$ cat config.mk
export PLATFORM = sky130hd
export DESIGN_NAME = board_renderer
export DESIGN_NICKNAME = d
export VERILOG_FILES = /design/src/rtl/board_renderer.sv
export SDC_FILE = /design/constraint.sdc
export NUM_CORES = 1
export LEC_CHECK = 0
export CAP_MARGIN = 40
export CORE_UTILIZATION = 35
export DETAILED_ROUTE_END_ITERATION = 8
export GPL_TIMING_DRIVEN = 0
export SYNTH_ARGS = -nofsm -noshare
export SYNTH_HDL_FRONTEND = slang
export SYNTH_SLANG_ARGS = --single-unit
export TNS_END_PERCENT = 50
$ cat constraint.sdc
create_clock -name clk -period 2.41 [get_ports clk]
set_input_delay 0.3615 -clock clk [delete_from_list [all_inputs] [get_ports clk]]
set_output_delay 0.3615 -clock clk [all_outputs]
set_load 0.1 [all_outputs]
$ cat src/rtl/board_renderer.sv
// Incremental painter for the plot-four board: compares each square and the status
// bar against a shadow copy and rasterises only what changed, one pixel per clock.
module board_renderer #(
    parameter int X0 = 48,
    parameter int Y0 = 20
) (
    input  logic        clk,
    input  logic        reset,
    input  logic [19:0] blue,
    input  logic [19:0] red,
    input  logic        turn,
    input  logic        p_one_win,
    input  logic        p_two_win,
    input  logic        redraw,
    output logic [7:0]  x,
    output logic [6:0]  y,
    output logic [2:0]  colour,
    output logic        plot,
    output logic        busy
);

    typedef enum logic [2:0] {IDLE, CHECK, DRAW_SQ, CHECK_BAR, DRAW_BAR} state_t;

    localparam logic [1:0] C_WHITE = 2'd1;
    localparam logic [1:0] C_BLUE  = 2'd2;
    localparam logic [1:0] C_RED   = 2'd3;

    state_t      state, state_n;
    logic [4:0]  idx, idx_n;
    logic [5:0]  px, px_n;
    logic [3:0]  py, py_n;
    logic [1:0]  cur_code, cur_code_n;
    logic [1:0]  shadow [20];
    logic [1:0]  bar_shadow;
    logic [1:0]  sq_code [20];
    logic [19:0] sq_dirty;
    logic [1:0]  bar_code;
    logic        bar_dirty;
    logic        sq_done, bar_done, sq_wr, bar_wr;
    logic [2:0]  pix_rgb, colour_n;
    logic [7:0]  x_n;
    logic [6:0]  y_n;
    logic        plot_n;

    always_comb begin
        for (int unsigned i = 0; i < 20; i++) begin
            if (blue[i])
                sq_code[i] = C_BLUE;
            else if (red[i])
                sq_code[i] = C_RED;
            else
                sq_code[i] = C_WHITE;
            sq_dirty[i] = (sq_code[i] != shadow[i]);
        end
        if (p_one_win)
            bar_code = C_BLUE;
        else if (p_two_win)
            bar_code = C_RED;
        else
            bar_code = turn ? C_BLUE : C_RED;
        bar_dirty = (bar_code != bar_shadow);
    end

    assign sq_done  = (px[3:0] == 4'd15) && (py == 4'd15);
    assign bar_done = (px == 6'd63) && (py == 4'd7);

    always_comb begin
        state_n    = state;
        idx_n      = idx;
        px_n       = px;
        py_n       = py;
        cur_code_n = cur_code;
        sq_wr      = 1'b0;
        bar_wr     = 1'b0;
        case (state)
            IDLE: begin
                if (|sq_dirty || bar_dirty) begin
                    state_n = CHECK;
                    idx_n   = '0;
                end
            end
            CHECK: begin
                if (sq_dirty[idx]) begin
                    cur_code_n = sq_code[idx];
                    px_n       = '0;
                    py_n       = '0;
                    state_n    = DRAW_SQ;
                end else if (idx == 5'd19) begin
                    state_n = CHECK_BAR;
                end else begin
                    idx_n = idx + 5'd1;
                end
            end
            DRAW_SQ: begin
                if (sq_done) begin
                    sq_wr = 1'b1;
                    if (idx == 5'd19) begin
                        state_n = CHECK_BAR;
                    end else begin
                        idx_n   = idx + 5'd1;
                        state_n = CHECK;
                    end
                end else if (px[3:0] == 4'd15) begin
                    px_n = '0;
                    py_n = py + 4'd1;
                end else begin
                    px_n = px + 6'd1;
                end
            end
            CHECK_BAR: begin
                if (bar_dirty) begin
                    cur_code_n = bar_code;
                    px_n       = '0;
                    py_n       = '0;
                    state_n    = DRAW_BAR;
                end else begin
                    state_n = IDLE;
                end
            end
            DRAW_BAR: begin
                if (bar_done) begin
                    bar_wr  = 1'b1;
                    state_n = IDLE;
                end else if (px == 6'd63) begin
                    px_n = '0;
                    py_n = py + 4'd1;
                end else begin
                    px_n = px + 6'd1;
                end
            end
            default: state_n = IDLE;
        endcase
    end

    // Pixel outputs are formed from next-state values so the registered plot
    // lines up with the cycle the FSM spends in a DRAW state.
    always_comb begin
        case (cur_code_n)
            C_BLUE:  pix_rgb = 3'b001;
            C_RED:   pix_rgb = 3'b100;
            C_WHITE: pix_rgb = 3'b111;
            default: pix_rgb = 3'b000;
        endcase
        plot_n = (state_n == DRAW_SQ) || (state_n == DRAW_BAR);
        if (state_n == DRAW_BAR) begin
            x_n      = 8'(X0) + 8'(px_n);
            y_n      = 7'(Y0 + 84) + 7'(py_n);
            colour_n = pix_rgb;
        end else begin
            x_n      = 8'(X0) + {2'b00, idx_n[1:0], 4'b0000} + {4'b0000, px_n[3:0]};
            y_n      = 7'(Y0) + {idx_n[4:2], 4'b0000} + {3'b000, py_n};
            colour_n = (px_n[3:0] == 4'd0 || py_n == 4'd0) ? 3'b000 : pix_rgb;
        end
    end

    always_ff @(posedge clk) begin
        if (reset) begin
            state      <= IDLE;
            idx        <= '0;
            px         <= '0;
            py         <= '0;
            cur_code   <= '0;
            bar_shadow <= '0;
            for (int unsigned i = 0; i < 20; i++) shadow[i] <= '0;
            x          <= '0;
            y          <= '0;
            colour     <= '0;
            plot       <= 1'b0;
        end else begin
            state    <= state_n;
            idx      <= idx_n;
            px       <= px_n;
            py       <= py_n;
            cur_code <= cur_code_n;
            x        <= x_n;
            y        <= y_n;
            colour   <= colour_n;
            plot     <= plot_n;
            if (redraw) begin
                bar_shadow <= '0;
                for (int unsigned i = 0; i < 20; i++) shadow[i] <= '0;
            end else begin
                if (sq_wr)  shadow[idx] <= cur_code;
                if (bar_wr) bar_shadow  <= cur_code;
            end
        end
    end

    assign busy = (state != IDLE);

endmodule

==> flow_summary.toml, run 1 <==
[drt]
drtPass1Iterations = 5
drc_errors = 0
drt_wl_total_um = 17200
drt_iter0_drc = 471
ant_nets = 0
route.vias.total = 5210
wl_per_cell_um = 18.9
via_per_inst = 5.73

[worst_setup_path]
slowest_delay_ps = 520
worstSetupPathType = "reg2reg"
cp-end-kind = "flop"
critical_path_arrival_ps = 3050
cp.required_ps = 2660
crit_path_frequent_cell = "buf_4"
critPathTopFamily = "simple AND/OR/NAND/NOR gates"
cp-start-kind = "flop"
cp_num_buf_inv = 2
cpMaxStageDelayCell = "or4b_4"
critPathMaxFanout = 4
crit_chain = "or4b_4, nand4_1, and4_4, o21a_4, buf_4, nand4_4, buf_4, a22oi_2, mux2i_2, ha_1, a211oi_1"

[logic_synthesis]
synthArstFlopShare_pct = 0
synthMuxAreaShare_pct = 3.47
synth_seq_cells = 74
synthTopCellsByArea = "edfxtp_1, dfxtp_1, nor2_1"
syn_nets = 652
synth_edf_count = 40
yosys_warnings = 0
post-synth-top-count-cell = "nor2_1"
synth_area_um2 = 5130
yosys.area.top_type = "edfxtp_1"
synth_xor_area_share_pct = 4.78
synth_top_family_by_area = "simple AND/OR/NAND/NOR gates"
ys.flop_type = "edfxtp_1"
syn_area_per_cell_um2 = 8.63
synth_compound_area_share_pct = 20.1
synthAdderAreaFrac_pct = 2.93
yosysSeqAreaShare_pct = 36.7
yosys-top-cells-count = "nor2_1, o21ai_0, edfxtp_1"
yosysTopAreaCellShare_pct = 23.4
ys_types = 79
synthCells = 594
synth-simple-area-share_pct = 27.7

[sta]
fin_crit_ps = 2800
slew_headroom_pct = 40.9
skew_ps = 9.27
setup_viol = 15
worst_pin_slew_ps = 883
setup_ws_ps = -390
holdWs_ps = 511
slew_viol_final = 0
tns_ps = -3220
rsz0062_at_grt = "true"
post-route-period-util_pct = 116
fmax_mhz = 357
hold_viol = 0

[die]
initial_core_util_pct = 36.4
core_area_um2 = 14100
die_y_um = 123
num_rows = 43
design.portCount = 66
fp.dieW_um = 123
die_area_um2 = 15100

[power]
p_seq_share_pct = 38.1
combinationalPowerShare_pct = 28.4
ir_drop_mv = 0.406
p_clk_share_pct = 33.5
switching_share_pct = 31.0
powerDensity_nw_per_um2 = 517
switching_power_uw = 1180
leakagePower_uw = 0.00265
power.internal_uw = 2630

[final_layout]
regArea_um2 = 1890
syn2layout_area_growth_pct = 44.0
final_layout_size_suffix_gt1_share_pct = 25.6
fillCellCount = 1287
multiInputGateArea_um2 = 3450
nets = 784
antenna_cells = 0
final_util_pct = 52.4
instances_no_fill = 910

[grt]
grt_pass1_vias = 5010
grt_use_total_pct = 22.9
grt_max_degree = 12
grt_pass1_wl_um = 25900
overflow = 0
antenna_found_initial = 0

[placed_design]
post-place-ws_ps = -1040
placedCellCount = 857
hpwl_um = 12300
gp_congestion = 0.904
portBuffers = 64

[job]
cap_violations = 0

[clock_network]
clockBufferDepth = 2
cts_root_buf = "clkbuf_16"
cts.sink_count = 74
cts_buffers = 9
holdBufCountCts = 0
clk_pin_slew_worst_paths_ps = 60
cts_tree = "yes"
clk_latency_ps = 340
htreeDepth = 3

[outcome]
violations = "setup timing"
status = "finished with violations"

[worst_hold_path]
min_path_type = "reg2reg"
==> final cells by class <==
class,instances,area share (%)
well taps,180,3.05
plain buffers,32,3.02
multi-input cells,474,46.8
inverters,12,0.610
flip-flops and latches,74,25.6
clock buffers,15,3.76
repair buffers,123,17.1
==> final timing paths <==
path,from,to,slack (ps),cells after the start
max reg2reg,shadow[10][1],x[5],-390,11
min reg2reg,px[0],px[0],510,1
max,shadow[10][1],x[5],-390,11
min,px[0],px[0],510,1
==> power groups by stage <==
stage / combinational (uW) / clock (uW) / sequential, uW
floorplan: 478 / 0 / 1540
global placement: 818 / 0 / 1470
detailed placement: 886 / 0 / 1470
CTS: 980 / 1290 / 1450
global route: 1140 / 1340 / 1460
finish: 1080 / 1280 / 1450
==> per-layer routing <==
layer	wire (um)	GRT usage [%]	share of wire, %
met1	7610	30.5	44
met2	8040	36.9	47
met3	1150	3.92	6.7
met4	425	8.73	2.5
met5	0	0	0
==> cells by family (layout without fill, tap and decap cells) <==
logic type	Yosys count	count (layout)
AND/OR/NAND/NOR	268	268
AO/OA/AOI/OAI	154	154
flip-flops	74	74
buffers and inverters	46	182
XOR/XNOR	28	28
adder cells (fa/ha/maj)	12	12
multiplexers	11	11
other	1	1
==> through the flow <==
stage | cell area [um2] | total power, uW
after floorplan | 5150 | 2020
after global placement | 6020 | 2280
after detailed placement | 6300 | 2360
after CTS | 7040 | 3710
after global routing | 7380 | 3940
final | 7380 | 3810
==> flip-flops by register name (all words and copies together) (netlist names) <==
register	cells
shadow	40
x	3
plot	1
cur_code	2
px	6
bar_shadow	2
y	7
py	2
colour	3
idx	5
state	3
==> repair_timing <==
action,4_1_cts,5_1_grt
endpoints found under the setup margin,108,104
pin swaps,30,25
setup buffers,25,16
resized for setup,104,64
cloned,0,0
hold endpoints to repair,0,0
==> layout by cell type (no fill, tap or decap), types with 16 or more instances in the layout <==
master,Yosys,final
clkdlybuf4s50_1,0,46
a21oi_1,26,25
nand2_1,30,30
o21ai_1,3,21
nand2b_1,22,19
buf_8,0,20
dfxtp_1,34,30
buf_4,8,41
o211ai_1,16,16
edfxtp_1,40,40
nand3b_1,17,17
nor2_1,94,90
xor2_1,22,21
nor3_1,20,16
o21ai_0,46,21
No activity file was read; power rests on OpenSTA's default activity.
==> run 2, diff against run 1 <==
Settings changed: CTS_BUF_LIST set to sky130_fd_sc_hd__clkbuf_2.
==> run 2 against run 1 <==
  * Sequential power is essentially flat
  * Combinational power grew 4%
  * The run still ends with setup timing left
  * Clock power shrank 54%
  * Sequential cell count is the same
  * Register-to-register slack gained 60 ps
  * Fmax grew 2.1%
  * Largest cell class unchanged
  * Wire length shrank 1.4%
  * First-iteration DRC count shrank 21%
  * Via count is essentially flat
  * Worst hold slack lost 110 ps
  * Total power shrank 17%
  * Global-route usage shrank 0.29 points
==> flow_summary.toml, run 2 (synthesized netlist as in run 1, its figures left out) <==
[outcome]
status = "finished with violations"
violations = "setup timing"

[sta]
setup_viol = 16
rsz0062_at_grt = "true"
skew_ps = 27.0
tns_ps = -2890
slew_headroom_pct = 37.9
post-route-period-util_pct = 114
hold_viol = 0
fmax_mhz = 365
worst_pin_slew_ps = 928
setup_ws_ps = -333
holdWs_ps = 402
fin_crit_ps = 2740
slew_viol_final = 0

[final_layout]
nets = 768
final_common_cell = "nor2_1"
largest_reg_flops = 40
reg_top3 = "shadow x40, y x7, px x6"
final_cell_mix = "nor2_1, clkdlybuf4s50_1, edfxtp_1, nand2_1, dfxtp_1"
syn2layout_area_growth_pct = 39.4
final_layout_size_suffix_gt1_share_pct = 25.6
max_flop_register = "shadow"

[worst_setup_path]
reg2reg_depth = 9
r2r_slack_ps = -330
regToRegStartpoint = "shadow[18][1]"
cp-start-kind = "flop"
worstSetupPathType = "reg2reg"
cp-end-kind = "flop"
critical_path_arrival_ps = 3210
reg2reg_to = "x[5]"
cp.required_ps = 2880
critPathMaxFanout = 3

[clock_network]
cts_buffers = 9
clk_pin_slew_worst_paths_ps = 210
htreeDepth = 3
clk_latency_ps = 560
clockBufferDepth = 2
cts_tree = "yes"
cts_root_buf = "clkbuf_2"
cts.sink_count = 74
holdBufCountCts = 0

[drt]
met1Wirelength_um = 7560
drtPass1Iterations = 5
wl_per_cell_um = 19.0
dr_wl_met2_um = 7890
drt_iter0_drc = 372
drc_errors = 0
drt_wl_total_um = 17000
route.vias.total = 5209
wl_met3_um = 1200
ant_nets = 0
via_per_inst = 5.82
highest_layer = "met4"

[grt]
antenna_found_initial = 0
grt_use_total_pct = 22.6
overflow = 0
grt_max_degree = 12
grt_pass1_vias = 4973
grt_pass1_wl_um = 25800

[placed_design]
portBuffers = 64
post-place-ws_ps = -1040
hpwl_um = 12300
gp_congestion = 0.904

[die]
die_area_um2 = 15100
fp.dieW_um = 123
die_y_um = 123
num_rows = 43
design.portCount = 66
core_area_um2 = 14100
initial_core_util_pct = 36.4

[power]
leakagePower_uw = 0.00243
powerDensity_nw_per_um2 = 443
ir_drop_mv = 0.324

[worst_hold_path]
holdCritStartpoint = "redraw"
min_path_type = "in2reg"
hold_depth = 2
whs_endpoint = "bar_shadow[1]"

[job]
cap_violations = 0
run 2: cell count changes in the layout (fill, tap and decap cells not counted), moves of 5 or more:
| cell | previous run | this run |
|---|---|---|
| clkdlybuf4s50_1 | 46 | 64 |
| clkbuf_4 | 6 | 1 |
| clkbuf_16 | 9 | 0 |
| dlygate4sd2_1 | 11 | 0 |
| buf_6 | 10 | 4 |
| buf_4 | 41 | 29 |
| clkbuf_2 | 4 | 18 |
| dlymetal6s2s_1 | 7 | 0 |
run 2: worst max path at each step:
stage	startpoint	to	slack (ps)
after floorplan	shadow[10][1]	x[5]	-50
after global placement	red[18]	x[5]	-1030
after CTS	shadow[0][1]	y[4]	-260
after global routing	px[0]	y[5]	-440
final	shadow[18][1]	x[5]	-330
after detailed placement	blue[18]	x[5]	-1040
run 2: routing by layer:
layer	vias to the layer above	GRT usage (%)
met4	0	7.53
li1	2426	-
met2	223	37.1
met5	-	0
met3	33	2.95
met1	2527	30.6
run 2: worst max-delay path, cell delays in order, from the launching register on:
cell      delay (ps)
edfxtp_1         450
xor2_1           170
o22ai_2          240
nand4_1          170
or4_4            580
o21ai_4          230
o21bai_2         170
mux2i_2          110
ha_1             330
a211oi_2         200
run 2: metrics by stage:
step / instances / util (%) / cell area (um2) / total power [uW]
floorplan: 594 / - / 5150 / 2020
CTS: 886 / 48.7 / 6870 / 3050
finish: 895 / 50.7 / 7140 / 3160
global route: 894 / 50.7 / 7140 / 3270
detailed placement: 857 / 44.7 / 6300 / 2360
global placement: 838 / 42.7 / 6020 / 2280
run 2: area by class of cell:
class / count / area (um2)
diodes: 1 / 2.50
fillers: 1290 / 6950
clock inverters: 3 / 11.3
clock buffers: 12 / 60.1
well taps: 180 / 225
multi-input cells: 474 / 3550
repair buffers: 109 / 1170
inverters: 12 / 45.0
flip-flops and latches: 74 / 1890
plain buffers: 30 / 193
run 2: where the power goes:
group | switching, uW | internal [uW]
combinational | 640 | 481
clock | 457 | 136
sequential | 63.0 | 1390
total | 1160 | 2000
run 2: repair_timing:
item / in CTS / in global routing
setup endpoints to repair: 108 / 103
buffers inserted: 19 / 10
resized for setup: 92 / 59
pin swaps: 38 / 20
gates cloned: 0 / 0
